## src/rtl/sha256_avalon_sequencer.sv

```systemverilog
// Streams message words into a sha256_avalon_slave over Avalon-MM and collects the digest.
// Optional poll watchdog: define SHA256_SEQ_TIMEOUT_EN.
module sha256_avalon_sequencer #(
    parameter int POLL_TIMEOUT = 4096
) (
    input  logic         iClk,
    input  logic         iReset_n,
    input  logic         iWordValid,
    input  logic [31:0]  iWordData,
    input  logic         iWordLast,
    output logic         oWordReady,
    output logic         oChipSelect_n,
    output logic         oWrite_n,
    output logic         oRead_n,
    output logic [7:0]   oAddress,
    output logic [31:0]  oData,
    input  logic [31:0]  iData,
    output logic [255:0] oDigest,
    output logic         oDone,
    output logic         oBusy,
    output logic         oError
);

    localparam logic [7:0]  CTRL_ADDR       = 8'h10;
    localparam logic [31:0] CMD_START_BLOCK = 32'h2;
    localparam logic [31:0] CMD_START_LAST  = 32'h1;

    if (POLL_TIMEOUT < 1) begin : g_bad_timeout
        $error("POLL_TIMEOUT must be positive");
    end

    typedef enum logic [2:0] {
        IDLE, WR_BLK, START, LAST, POLL_UPD, POLL_DONE, RD_DIG, FINISH
    } state_t;

    state_t         state, state_nxt;
    logic [3:0]     word_cnt, word_cnt_nxt;
    logic [2:0]     rd_cnt, rd_cnt_nxt;
    logic           first_blk, first_blk_nxt;
    logic           last_blk, last_blk_nxt;
    logic           have_base, have_base_nxt;
    logic           prev_bit, prev_bit_nxt;
    logic           cs_n, cs_n_nxt;
    logic           write_n, write_n_nxt;
    logic           read_n, read_n_nxt;
    logic [7:0]     addr, addr_nxt;
    logic [31:0]    data, data_nxt;
    logic [255:0]   digest, digest_nxt;
    logic           done, done_nxt;
    logic           error, error_nxt;
    logic           watch_bit;
    logic           poll_hit;
    logic [2:0]     rd_cnt_inc;
`ifdef SHA256_SEQ_TIMEOUT_EN
    logic [31:0]    poll_cnt, poll_cnt_nxt;
`endif

    // A poll sample exists only in cycles where our registered read strobe is on the bus.
    assign watch_bit  = (state == POLL_UPD) ? iData[3] : iData[0];
    assign poll_hit   = !read_n && have_base && !prev_bit && watch_bit;
    assign rd_cnt_inc = rd_cnt + 3'd1;

    always_ff @(posedge iClk or negedge iReset_n) begin
        if (!iReset_n) state <= IDLE;
        else           state <= state_nxt;
    end

    always_comb begin
        state_nxt     = state;
        word_cnt_nxt  = word_cnt;
        rd_cnt_nxt    = rd_cnt;
        first_blk_nxt = first_blk;
        last_blk_nxt  = last_blk;
        have_base_nxt = have_base;
        prev_bit_nxt  = prev_bit;
        cs_n_nxt      = 1'b1;
        write_n_nxt   = 1'b1;
        read_n_nxt    = 1'b1;
        addr_nxt      = addr;
        data_nxt      = data;
        digest_nxt    = digest;
        done_nxt      = 1'b0;
        error_nxt     = error;
`ifdef SHA256_SEQ_TIMEOUT_EN
        poll_cnt_nxt  = '0;
`endif
        case (state)
            IDLE: begin
                if (iWordValid) begin
                    state_nxt     = WR_BLK;
                    word_cnt_nxt  = 4'd0;
                    first_blk_nxt = 1'b1;
                end
            end
            WR_BLK: begin
                if (iWordValid) begin
                    cs_n_nxt     = 1'b0;
                    write_n_nxt  = 1'b0;
                    addr_nxt     = {4'h0, word_cnt};
                    data_nxt     = iWordData;
                    word_cnt_nxt = word_cnt + 4'd1;
                    if (word_cnt != 4'd15 && iWordLast) error_nxt = 1'b1;
                    if (word_cnt == 4'd15) begin
                        last_blk_nxt  = iWordLast;
                        first_blk_nxt = 1'b0;
                        have_base_nxt = 1'b0;
                        state_nxt     = first_blk ? START : POLL_UPD;
                    end
                end
            end
            START: begin
                cs_n_nxt    = 1'b0;
                write_n_nxt = 1'b0;
                addr_nxt    = CTRL_ADDR;
                data_nxt    = CMD_START_BLOCK;
                state_nxt   = last_blk ? LAST : WR_BLK;
            end
            LAST: begin
                cs_n_nxt      = 1'b0;
                write_n_nxt   = 1'b0;
                addr_nxt      = CTRL_ADDR;
                data_nxt      = CMD_START_LAST;
                have_base_nxt = 1'b0;
                state_nxt     = POLL_DONE;
            end
            POLL_UPD, POLL_DONE: begin
                if (poll_hit) begin
                    if (state == POLL_UPD) begin
                        state_nxt = last_blk ? LAST : WR_BLK;
                    end else begin
                        state_nxt  = RD_DIG;
                        cs_n_nxt   = 1'b0;
                        read_n_nxt = 1'b0;
                        addr_nxt   = 8'h80;
                        rd_cnt_nxt = 3'd0;
                    end
                end else begin
                    cs_n_nxt   = 1'b0;
                    read_n_nxt = 1'b0;
                    addr_nxt   = CTRL_ADDR;
                    if (!read_n) begin
                        have_base_nxt = 1'b1;
                        prev_bit_nxt  = watch_bit;
                    end
`ifdef SHA256_SEQ_TIMEOUT_EN
                    if (poll_cnt == 32'(POLL_TIMEOUT - 1)) begin
                        error_nxt  = 1'b1;
                        cs_n_nxt   = 1'b1;
                        read_n_nxt = 1'b1;
                        state_nxt  = IDLE;
                    end else begin
                        poll_cnt_nxt = poll_cnt + 32'd1;
                    end
`endif
                end
            end
            RD_DIG: begin
                for (int i = 0; i < 8; i++) begin
                    if (rd_cnt == 3'(i)) digest_nxt[255 - 32*i -: 32] = iData;
                end
                if (rd_cnt == 3'd7) begin
                    state_nxt = FINISH;
                    done_nxt  = 1'b1;
                end else begin
                    cs_n_nxt   = 1'b0;
                    read_n_nxt = 1'b0;
                    addr_nxt   = {5'b10000, rd_cnt_inc};
                    rd_cnt_nxt = rd_cnt_inc;
                end
            end
            FINISH:  state_nxt = IDLE;
            default: state_nxt = IDLE;
        endcase
    end

    always_ff @(posedge iClk or negedge iReset_n) begin
        if (!iReset_n) begin
            word_cnt  <= '0;
            rd_cnt    <= '0;
            first_blk <= 1'b0;
            last_blk  <= 1'b0;
            have_base <= 1'b0;
            prev_bit  <= 1'b0;
            cs_n      <= 1'b1;
            write_n   <= 1'b1;
            read_n    <= 1'b1;
            addr      <= '0;
            data      <= '0;
            digest    <= '0;
            done      <= 1'b0;
            error     <= 1'b0;
`ifdef SHA256_SEQ_TIMEOUT_EN
            poll_cnt  <= '0;
`endif
        end else begin
            word_cnt  <= word_cnt_nxt;
            rd_cnt    <= rd_cnt_nxt;
            first_blk <= first_blk_nxt;
            last_blk  <= last_blk_nxt;
            have_base <= have_base_nxt;
            prev_bit  <= prev_bit_nxt;
            cs_n      <= cs_n_nxt;
            write_n   <= write_n_nxt;
            read_n    <= read_n_nxt;
            addr      <= addr_nxt;
            data      <= data_nxt;
            digest    <= digest_nxt;
            done      <= done_nxt;
            error     <= error_nxt;
`ifdef SHA256_SEQ_TIMEOUT_EN
            poll_cnt  <= poll_cnt_nxt;
`endif
        end
    end

    assign oWordReady    = (state == WR_BLK);
    assign oBusy         = (state != IDLE);
    assign oChipSelect_n = cs_n;
    assign oWrite_n      = write_n;
    assign oRead_n       = read_n;
    assign oAddress      = addr;
    assign oData         = data;
    assign oDigest       = digest;
    assign oDone         = done;
    assign oError        = error;

endmodule

```

## config.mk

```make
export PLATFORM = sky130hd
export DESIGN_NAME = sha256_avalon_sequencer
export DESIGN_NICKNAME = d
export VERILOG_FILES = /design/src/rtl/sha256_avalon_sequencer.sv
export SDC_FILE = /design/constraint.sdc
export NUM_CORES = 1
export LEC_CHECK = 0
export BUFFER_PORTS_ARGS = -buffer_cell sky130_fd_sc_hd__buf_2
export CAP_MARGIN = 10
export CORE_MARGIN = 8
export CORE_UTILIZATION = 46
export DETAILED_ROUTE_END_ITERATION = 8
export GPL_ROUTABILITY_DRIVEN = 1
export PLACE_DENSITY = 0.77
export SETUP_SLACK_MARGIN = 0.4
export SLEW_MARGIN = 0
export SYNTH_ARGS = -nofsm -noshare
export SYNTH_HDL_FRONTEND = slang
export SYNTH_SLANG_ARGS = --single-unit
```

## constraint.sdc

```tcl
create_clock -name iClk -period 1.8 [get_ports iClk]
set_clock_uncertainty 0.1 [all_clocks]
set_input_delay 0.27 -clock iClk [delete_from_list [all_inputs] [get_ports iClk]]
set_output_delay 0.27 -clock iClk [all_outputs]
set_load 0.02 [all_outputs]
```

==> results of run 1 <==
[layout by cell type, fill, tap and decap left out, types with 3 or more instances in the layout]
master	n
buf_2	365
dfrtp_1	306
mux2_2	244
dlygate4sd3_1	61
clkbuf_16	38
a22o_1	33
buf_4	33
buf_12	23
buf_6	21
mux2_4	17
o21ai_0	13
nand2_1	10
clkinv_2	9
nor2_1	8
clkbuf_8	8
buf_16	8
inv_1	5
mux2i_1	5
nand2_4	4
nor2_4	4
a31oi_1	4
a21oi_1	4
ha_4	4
clkbuf_1	4
buf_8	4
dfrtp_2	4
nand2_2	3
nor3_1	3
clkinvlp_4	3
nand3_4	3
nand3_1	3
dfstp_2	3
[path summary, 6_finish.rpt]
path	cells after the start	start	to
max reg2reg	7	state[2]$_DFFE_PN0P_	oDigest[95]$_DFFE_PN0P_
min reg2reg	1	oError$_DFFE_PN0P_	oError$_DFFE_PN0P_
min	2	iData[30]	oDigest[190]$_DFFE_PN0P_
max	7	state[2]$_DFFE_PN0P_	oDigest[95]$_DFFE_PN0P_
min in group asynchronous	2	iReset_n	oDigest[56]$_DFFE_PN0P_
max in group asynchronous	3	iReset_n	oRead_n$_DFF_PN1_
[cell type report]
| cell class | instances | area (sq um) |
|---|---|---|
| Clock buffer | 43 | 901 |
| Multi-Input combinational cell | 403 | 4260 |
| Tap cell | 335 | 419 |
| Sequential cell | 313 | 7840 |
| Clock inverter | 13 | 120 |
| Inverter | 10 | 48.8 |
| Timing Repair Buffer | 522 | 3840 |
| Fill cell | 1789 | 8410 |
[state kept, by name (all words and copies together) (netlist names)]
register / cells
first_blk: 1
have_base: 1
last_blk: 1
oAddress: 6
oChipSelect_n: 1
oData: 32
oDigest: 256
oDone: 1
oError: 1
oRead_n: 1
oWrite_n: 1
prev_bit: 1
rd_cnt: 3
state: 3
word_cnt: 4
[worst max-delay path: cells and delay by family, from the launching register on]
kind                   cells  cell delay [ns]
buffers and inverters      4             0.59
AND/OR/NAND/NOR            2             0.34
flip-flops                 1             0.46
multiplexers               1             0.29
[repair_timing]
item,in CTS,in global routing
setup endpoints to repair,613,614
pin swaps,12,13
setup buffers,19,10
resized for setup,68,52
cloned,8,10
hold buffers,61,0
hold endpoints to repair,544,0
[power by group]
group	internal (uW)	leakage (uW)	switching (uW)
Sequential	9790	0.00369	1540
Clock	3750	0.000508	2610
Combinational	5510	0.00419	7380
[routing by layer]
metal	track usage	wire length (um)	part of all wire
met1	0.280	15200	0.40
met2	0.379	19000	0.50
met3	0.0519	2720	0.072
met4	0.0524	952	0.025
met5	0	0	0
[logic make-up (layout without fill, tap and decap cells)]
group	count (synthesis)	count (layout)	share of synthesized area
muxes	267	267	0.250
other	1	2	0.000313
adders and majority gates	8	8	0.00814
AOI/OAI and AO/OA	71	71	0.0448
buffers and inverters	54	588	0.0204
DFF	313	313	0.654
and+or+nand+nor	55	55	0.0222
[stage by stage]
| step | cell area (sq um) | hold slack [ns] |
|---|---|---|
| after global placement | 14600 | 0.0303 |
| after global routing | 17400 | 0.0151 |
| final | 17400 | 0.0304 |
| after floorplan | 12100 | -0.126 |
| after CTS | 16900 | 0.0000292 |
| after detailed placement | 14600 | 0.0334 |
==> flow_metrics.env, run 1 <==
export IMPL_cts_inserted_buffers=31
export IMPL_seq_area_frac_synth=0.654
export IMPL_rsz0062_at_grt="yes"
export IMPL_synth_flop_cell="dfrtp_1"
export IMPL_r2r_slack_ns=-0.13
export IMPL_via_per_inst=5.32
export IMPL_end_kind="register"
export IMPL_clk_pin_slew_ns=0.07
export IMPL_drt_total_wl_um=37900
export IMPL_worstSetupPathType="register to register"
export IMPL_final_core_util=0.674
export IMPL_hold_path_class="input port to register"
export IMPL_postSynthCellCount=769
export IMPL_timing_final_crit_share=1.07
export IMPL_gr_usage_all_layers=0.221
export IMPL_grt_pass1_vias=9234
export IMPL_crit_slowest_cell="dfrtp_1"
export IMPL_placeableCoreArea_sq_um=25800
export IMPL_final_layout_size_suffix_gt1_frac=0.631
export IMPL_syn_cell_area_sq_um=12000
export IMPL_p_leak_uw=0.00839
export IMPL_drt_iter0_markers=500
export IMPL_initial_utilization=0.464
export IMPL_grt_overflow_total=0
export IMPL_async_flop_share=1.00
export IMPL_pre_cts_ws_ns=-0.0603
export IMPL_dieArea_sq_um=31500
export IMPL_synth_area_leaders="dfrtp_1 (65%), mux2_2 (25%), a22o_1 (2.5%)"
export IMPL_clkSinkCount=313
export IMPL_grt_max_degree=83
export IMPL_worstPathRequired_ns=2.12
export IMPL_grt_pass1_wl_um=54700
export IMPL_status="finished, violations left"
export IMPL_io_pins=371
export IMPL_cp_max_fo=22
export IMPL_ys_ff_latch=313
export IMPL_yosysWarnings=0
export IMPL_synth_cell_types=39
export IMPL_cpMostUsedCell="buf_12"
export IMPL_h_tree_depth=1
export IMPL_wl_per_cell_um=23.1
export IMPL_synth_edf_count=0
export IMPL_yosys_top_cells_count="dfrtp_1 (310), mux2_2 (261), a22o_1 (34), buf_2 (27), nand2_1 (19)"
export IMPL_crit_chain="inv_2 -> buf_6 -> nor3_4 -> buf_12 -> nand3_4 -> buf_12 -> mux2_2"
export IMPL_min_period_ns=1.93
export IMPL_rows=59
export IMPL_yosys_area_top_type="dfrtp_1"
export IMPL_cpPeakStageDelay_ns=0.46
export IMPL_finalMaxSlewViolations=0
export IMPL_port_buffers=368
export IMPL_yosysMostFrequentCell="dfrtp_1"
export IMPL_violations="setup timing"
export IMPL_fin_nets=1356
export IMPL_dp_cells=1475
export IMPL_clk_latency_ns=0.55
export IMPL_drc_errors=0
export IMPL_antennaDiodeCount=0
export IMPL_start_kind="register"
export IMPL_fp_dieH_um=177
export IMPL_cts_root_buf="clkbuf_16"
export IMPL_clk_path_buf_depth=3
export IMPL_detail_route_antenna_nets=0
export IMPL_syn_mean_instance_area_sq_um=15.6
export IMPL_setup_viol=262
export IMPL_crit_arrival_ns=2.25
export IMPL_fin_ws_ns=-0.131
export IMPL_antenna_found_initial=0
export IMPL_p_total_uw=30600
export IMPL_place_congestion=0.815
export IMPL_drv_cap=0
export IMPL_synthToLayoutAreaGrowth_pct=45.4
export IMPL_hold_viol=0
export IMPL_peakVddDrop_mv=1.21
export IMPL_stdcell_count=1639
export IMPL_max_freq_mhz=518
export IMPL_cellPowerDensity_nw_per_um2=1760
export IMPL_yosys_area_top_type_share=0.647
export IMPL_hpwlAfterDp_um=22500
export IMPL_vias=8718
export IMPL_setup_tns_final_ns=-16.86
export IMPL_die_w_um=177
export IMPL_dr_pass1_iters=4
export IMPL_cts_tree="built"
(Power assumes the default switching activity.)
==> run 2: changes to the inputs <==
--- a/config.mk
+++ b/config.mk
@@ -11,7 +11,7 @@
 export CORE_UTILIZATION = 46
 export DETAILED_ROUTE_END_ITERATION = 8
 export GPL_ROUTABILITY_DRIVEN = 1
-export PLACE_DENSITY = 0.77
+export PLACE_DENSITY = 0.83
 export SETUP_SLACK_MARGIN = 0.4
 export SLEW_MARGIN = 0
 export SYNTH_ARGS = -nofsm -noshare
==> run 2 against run 1 <==
The run still ends with setup timing left. Global-route usage increased by 4.2 points. Count of clock-buffer cells in the layout increased by 3. Critical path depth increased by 1. Clock power increased by 4.6%. Utilization increased by 10 points. Wire length increased by 19%. Critical path type unchanged. Critical endpoint is now oAddress[3]$_DFFE_PN0P_. Largest power group unchanged.
==> flow_metrics.env, run 2 (synthesized netlist as in run 1, its figures left out) <==
export IMPL_rsz0062_at_grt="yes"
export IMPL_final_cell_mix="dfrtp_1 (307), buf_6 (281), mux2_2 (241), buf_2 (120), buf_4 (111)"
export IMPL_violations="setup timing"
export IMPL_largest_reg_flops=256
export IMPL_p_sw_frac=0.366
export IMPL_clk_latency_ns=0.55
export IMPL_worstSetupPathType="register to register"
export IMPL_end_kind="register"
export IMPL_power_share_clock=0.183
export IMPL_timing_rr_start="state[0]$_DFFE_PN0P_"
export IMPL_antenna_found_initial=0
export IMPL_cts_inserted_buffers=31
export IMPL_seqPwrFrac=0.329
export IMPL_p_leak_uw=0.00954
export IMPL_stdcell_count=1742
export IMPL_rows=59
export IMPL_clk_path_buf_depth=3
export IMPL_cellPowerDensity_nw_per_um2=1820
export IMPL_grt_max_degree=60
export IMPL_cp_max_fo=7
export IMPL_die_w_um=177
export IMPL_setup_tns_final_ns=-12.79
export IMPL_drv_cap=0
export IMPL_crit_buf_inv=4
export IMPL_worst_pin_slew_ns=0.492
export IMPL_finalMaxSlewViolations=0
export IMPL_grt_pass1_vias=10300
export IMPL_timing_final_crit_share=1.06
export IMPL_min_period_ns=1.91
export IMPL_hpwlAfterDp_um=23100
export IMPL_vias=9570
export IMPL_status="finished, violations left"
export IMPL_setup_viol=231
export IMPL_initial_utilization=0.464
export IMPL_synthToLayoutAreaGrowth_pct=67.5
export IMPL_cts_tree="built"
export IMPL_clkSinkCount=313
export IMPL_cts_root_buf="clkbuf_16"
export IMPL_start_kind="register"
export IMPL_final_layout_size_suffix_gt1_frac=0.667
export IMPL_detail_route_antenna_nets=0
export IMPL_max_freq_mhz=523
export IMPL_place_congestion=0.859
export IMPL_slew_headroom=0.669
export IMPL_dr_pass1_iters=4
export IMPL_p_int_uw=23100
export IMPL_fin_nets=1458
export IMPL_critical_path_top_delay_family="buffers and inverters"
export IMPL_place_area_sq_um=14700
export IMPL_crit_chain="buf_6 -> buf_6 -> buf_6 -> a21o_1 -> nand2_4 -> a22o_4 -> buf_6 -> mux2i_2"
export IMPL_cpPeakStageDelay_ns=0.43
export IMPL_drc_errors=0
export IMPL_via_per_inst=5.49
export IMPL_hold_start="iData[29]"
export IMPL_p_switching_uw=13400
export IMPL_drt_total_wl_um=45100
export IMPL_fp_dieH_um=177
export IMPL_gr_usage_all_layers=0.263
export IMPL_clk_pin_slew_ns=0.06
export IMPL_final_common_cell="dfrtp_1"
export IMPL_worstPathRequired_ns=2.15
export IMPL_drt_iter0_markers=640
export IMPL_final_design_area_no_fill_sq_um=20100
export IMPL_cpMostUsedCell="buf_6"
export IMPL_grt_overflow_total=0
export IMPL_crit_slowest_cell="dfrtp_2"
export IMPL_io_pins=371
export IMPL_dp_cells=1479
export IMPL_fin_ws_ns=-0.112
export IMPL_grt_pass1_wl_um=63700
export IMPL_crit_start="state[0]$_DFFE_PN0P_"
export IMPL_peakVddDrop_mv=1.40
export IMPL_placeableCoreArea_sq_um=25800
export IMPL_final_core_util=0.777
export IMPL_hold_path_class="input port to register"
export IMPL_wl_per_cell_um=25.9
export IMPL_pwr_share_comb=0.488
export IMPL_h_tree_depth=1
export IMPL_hold_viol=0
export IMPL_crit_arrival_ns=2.26
export IMPL_port_buffers=368
export IMPL_p_total_uw=36500
export IMPL_antennaDiodeCount=0
export IMPL_dieArea_sq_um=31500
==> run 2: what timing repair did <==
item | in CTS | in global routing
endpoints found under the hold margin | 540 | 0
hold buffers | 58 | 0
buffers inserted | 94 | 33
gates resized for setup | 582 | 82
cloned | 18 | 3
endpoints found under the setup margin | 613 | 614
pin swaps | 29 | 45
==> run 2: cell type report <==
cell class | count | area (sq um)
Timing Repair Buffer | 624 | 6370
Multi-Input combinational cell | 403 | 4350
Inverter | 10 | 42.5
Fill cell | 1288 | 5760
Tap cell | 335 | 419
Clock inverter | 11 | 136
Clock buffer | 46 | 912
Sequential cell | 313 | 7840
==> run 2: worst paths after layout <==
kind | to | slack (ns) | cells past startpoint
hold reg to reg | oDigest[66]$_DFFE_PN0P_ | 0.40 | 1
min in group asynchronous | oDigest[120]$_DFFE_PN0P_ | 0.14 | 2
setup reg to reg | oAddress[3]$_DFFE_PN0P_ | -0.11 | 8
setup / recovery | oAddress[3]$_DFFE_PN0P_ | -0.11 | 8
hold / removal | oDigest[61]$_DFFE_PN0P_ | 0.03 | 2
max in group asynchronous | oDigest[210]$_DFFE_PN0P_ | 0.78 | 3
==> run 2: routing by layer <==
metal  share of wire  global-route usage  wire length, um  vias up
met4           0.035              0.0823             1580        0
met5               0                   0                0        -
li1                -                   -                -     3992
met3           0.073              0.0613             3280      126
met1            0.37               0.304            16500     4970
met2            0.53               0.475            23700      482
==> run 2: metrics by stage <==
step | worst slack [ns] | hold WS (ns)
global placement | 0.0106 | 0.102
finish | -0.112 | 0.0349
floorplan | 0.0222 | -0.126
detailed placement | 0.0161 | 0.108
CTS | -0.0539 | 0.000789
global route | -0.186 | 0.0147
==> run 2: power by group through the flow <==
stage          clock network [uW]  registers, uW  logic, uW
6_report                     6660          12000      17800
5_1_grt                      7040          12300      18500
4_1_cts                      6670          11700      16200
3_5_place_dp                    0          11400      11400
3_3_place_gp                    0          11200      11100
2_1_floorplan                   0          14400       3710
==> run 2: worst reg2reg max path: cells and delay by family, from the launching register on <==
family / cells / cell delay [ns]
AOI/OAI and AO/OA: 2 / 0.40
and+or+nand+nor: 1 / 0.11
muxes: 1 / 0.26
buffers and inverters: 4 / 0.52
DFF: 1 / 0.43
==> run 3: changes to the inputs <==
--- a/config.mk
+++ b/config.mk
@@ -5,6 +5,7 @@
 export SDC_FILE = /design/constraint.sdc
 export NUM_CORES = 1
 export LEC_CHECK = 0
+export ABC_AREA = 1
 export BUFFER_PORTS_ARGS = -buffer_cell sky130_fd_sc_hd__buf_2
 export CAP_MARGIN = 10
 export CORE_MARGIN = 8
==> run 3 against run 2 <==
Count of clock-buffer cells in the layout shrank 8. Via count rose by 50%. Largest cell class is now non-clock buffers. Worst setup slack lost 0.56 ns. Maximum frequency shrank 23%. The flow still finishes with violations (setup timing). Critical path depth rose by 1. Critical endpoint is now oDigest[113]$_DFFE_PN0P_. Register-to-register slack worse by 0.56 ns. Non-clock buffer count is 169 higher. Die area shrank 3.2%. Clock power rose by 5.0%.
==> flow_metrics.env, run 3 <==
export IMPL_crit_arrival_ns=2.76
export IMPL_p_leak_uw=0.0113
export IMPL_io_pins=371
export IMPL_timing_rr_start="state[0]$_DFFE_PN0P_"
export IMPL_gr_usage_all_layers=0.305
export IMPL_timing_final_crit_share=1.37
export IMPL_clkSinkCount=313
export IMPL_cp_max_fo=34
export IMPL_slew_headroom=0.434
export IMPL_fp_dieH_um=175
export IMPL_peakVddDrop_mv=1.34
export IMPL_clk_latency_ns=0.57
export IMPL_cts_inserted_buffers=30
export IMPL_die_w_um=175
export IMPL_cts_tree="built"
export IMPL_clk_pin_slew_ns=0.08
export IMPL_port_buffers=368
export IMPL_drt_iter0_markers=1953
export IMPL_grt_overflow_total=0
export IMPL_stdcell_count=2223
export IMPL_rsz0062_at_grt="yes"
export IMPL_min_to="oDigest[59]$_DFFE_PN0P_"
export IMPL_final_layout_size_suffix_gt1_frac=0.650
export IMPL_final_design_area_no_fill_sq_um=23700
export IMPL_antenna_found_initial=11
export IMPL_place_congestion=0.837
export IMPL_synth_edf_count=0
export IMPL_whs_ns=0.0731
export IMPL_vias=14400
export IMPL_fin_ws_ns=-0.674
export IMPL_rows=58
export IMPL_final_cell_mix="buf_6 (339), dfrtp_1 (308), buf_4 (235), o21ai_2 (153), nand2_4 (125)"
export IMPL_cts_root_buf="clkbuf_16"
export IMPL_postSynthCellCount=1100
export IMPL_r2r_slack_ns=-0.67
export IMPL_setup_viol=275
export IMPL_yosys_area_top_type_share=0.670
export IMPL_status="finished, violations left"
export IMPL_drc_errors=0
export IMPL_detail_route_antenna_nets=0
export IMPL_finalMaxSlewViolations=0
export IMPL_holdPathStages=3
export IMPL_hpwlAfterDp_um=25200
export IMPL_hold_viol=0
export IMPL_pre_cts_ws_ns=0.0364
export IMPL_cpPeakStageDelay_ns=0.67
export IMPL_cellPowerDensity_nw_per_um2=1250
export IMPL_fin_nets=1942
export IMPL_cpMostUsedCell="buf_6"
export IMPL_via_per_inst=6.47
export IMPL_seq_area_frac_synth=0.677
export IMPL_yosys_top_cells_count="dfrtp_1 (310), nand2_1 (309), o21ai_0 (133), o21ai_1 (130), inv_1 (53)"
export IMPL_grt_max_degree=54
export IMPL_crit_chain="buf_6 -> nor2_4 -> buf_6 -> buf_6 -> buf_4 -> buf_6 -> nand3_4 -> buf_12 -> o21ai_1"
export IMPL_final_common_cell="buf_6"
export IMPL_synthToLayoutAreaGrowth_pct=105
export IMPL_crit_slowest_cell="o21ai_1"
export IMPL_drv_cap=0
export IMPL_grt_pass1_vias=11900
export IMPL_synth_flop_cell="dfrtp_1"
export IMPL_async_flop_share=1.00
export IMPL_clk_path_buf_depth=3
export IMPL_drt_total_wl_um=79000
export IMPL_min_period_ns=2.47
export IMPL_max_freq_mhz=404
export IMPL_hold_start="iData[27]"
export IMPL_place_area_sq_um=14100
export IMPL_dr_pass1_iters=6
export IMPL_p_total_uw=29500
export IMPL_dp_cells=1778
export IMPL_crit_buf_inv=6
export IMPL_largest_reg_flops=256
export IMPL_r2r_cells=9
export IMPL_worstPathRequired_ns=2.09
export IMPL_critical_path_top_delay_family="buffers and inverters"
export IMPL_yosys_area_top_type="dfrtp_1"
export IMPL_grt_pass1_wl_um=72200
export IMPL_end_kind="register"
export IMPL_wl_per_cell_um=35.5
export IMPL_synth_cell_types=31
export IMPL_placeableCoreArea_sq_um=25000
export IMPL_hold_path_class="input port to register"
export IMPL_r2r_end="oDigest[113]$_DFFE_PN0P_"
export IMPL_syn_mean_instance_area_sq_um=10.5
export IMPL_yosysMostFrequentCell="dfrtp_1"
export IMPL_syn_cell_area_sq_um=11600
export IMPL_yosysWarnings=0
export IMPL_violations="setup timing"
export IMPL_synth_area_leaders="dfrtp_1 (67%), nand2_1 (10%), o21ai_0 (5.8%)"
export IMPL_worstSetupPathType="register to register"
export IMPL_h_tree_depth=1
export IMPL_worst_pin_slew_ns=0.843
export IMPL_initial_utilization=0.463
export IMPL_start_kind="register"
export IMPL_ys_ff_latch=313
export IMPL_dieArea_sq_um=30500
-- run 3: cell types whose count changed in the layout (fill, tap and decap cells not counted), moves of 45 or more --
cell / delta
o21ai_2: +149
buf_6: +58
mux2_2: -241
nand2_2: +77
nand2_4: +120
o21ai_1: +85
nand2_1: +99
buf_4: +124
buf_2: -45
-- run 3: repair_timing --
action | 4_1_cts | 5_1_grt
hold endpoints to repair | 336 | 0
hold buffers | 36 | 0
resized for setup | 323 | 1055
endpoints found under the setup margin | 606 | 610
buffers inserted | 66 | 217
gates cloned | 43 | 25
pin swaps | 30 | 41
-- run 3: worst min-delay path: stages --
cell and delay, ns:
buf_2 0.08, inv_1 0.18, o21ai_2 0.19
-- run 3: worst max-delay path by stage --
stage | from | endpoint | slack, ns | depth (start not counted)
after CTS | state[1]$_DFFE_PN0P_ | oBusy | -0.06 | 5
after global routing | state[1]$_DFFE_PN0P_ | oDigest[113]$_DFFE_PN0P_ | -0.66 | 10
after global placement | state[0]$_DFFE_PN0P_ | oAddress[7]$_DFFE_PN0P_ | 0.05 | 9
after detailed placement | state[1]$_DFFE_PN0P_ | rd_cnt[1]$_DFFE_PN0P_ | 0.04 | 9
final | state[0]$_DFFE_PN0P_ | oDigest[113]$_DFFE_PN0P_ | -0.67 | 9
after floorplan | rd_cnt[0]$_DFFE_PN0P_ | oDigest[13]$_DFFE_PN0P_ | 0.28 | 9
-- run 3: cells by family (layout without fill, tap and decap cells) --
kind of cell | count (synthesis) | in the layout | share of synthesized area
and+or+nand+nor | 357 | 359 | 0.127
DFF | 313 | 313 | 0.677
xor gates and xnor gates | 1 | 1 | 0.000757
adders and majority gates | 7 | 7 | 0.00757
buffers and inverters | 116 | 901 | 0.0442
AOI/OAI and AO/OA | 305 | 305 | 0.143
other | 1 | 7 | 0.000324
-- run 3: area by class of cell --
class                      count  area [sq um]
fill                         599          1280
clock inverter                15           181
timing repair buffer         793          8840
antenna                        5          12.5
clock buffer                  38           842
inverter                      55           241
multi-input combinational    674          5310
tap                          330           413
sequential                   313          7840
-- run 3: per-layer routing --
metal  up-vias  GRT usage  part of all wire
met4        12      0.137              0.10
met5         -          0            0.0016
met3       622     0.0965              0.15
met1      6950      0.360              0.31
li1       5221          -                 -
met2      1567      0.506              0.44
-- run 3: metrics by stage --
stage	TNS, ns	utilization
after floorplan	0	-
after global placement	0	0.566
after detailed placement	0	0.566
after CTS	-0.355	0.724
after global routing	-35.48	0.949
final	-26.39	0.949
-- run 3: report_power, final --
part	switching, uW	internal, uW	leakage, uW	total (uW)
Sequential	1510	8360	0.00310	9880
Combinational	6700	5980	0.00772	12700
Clock	3120	3870	0.000510	6990
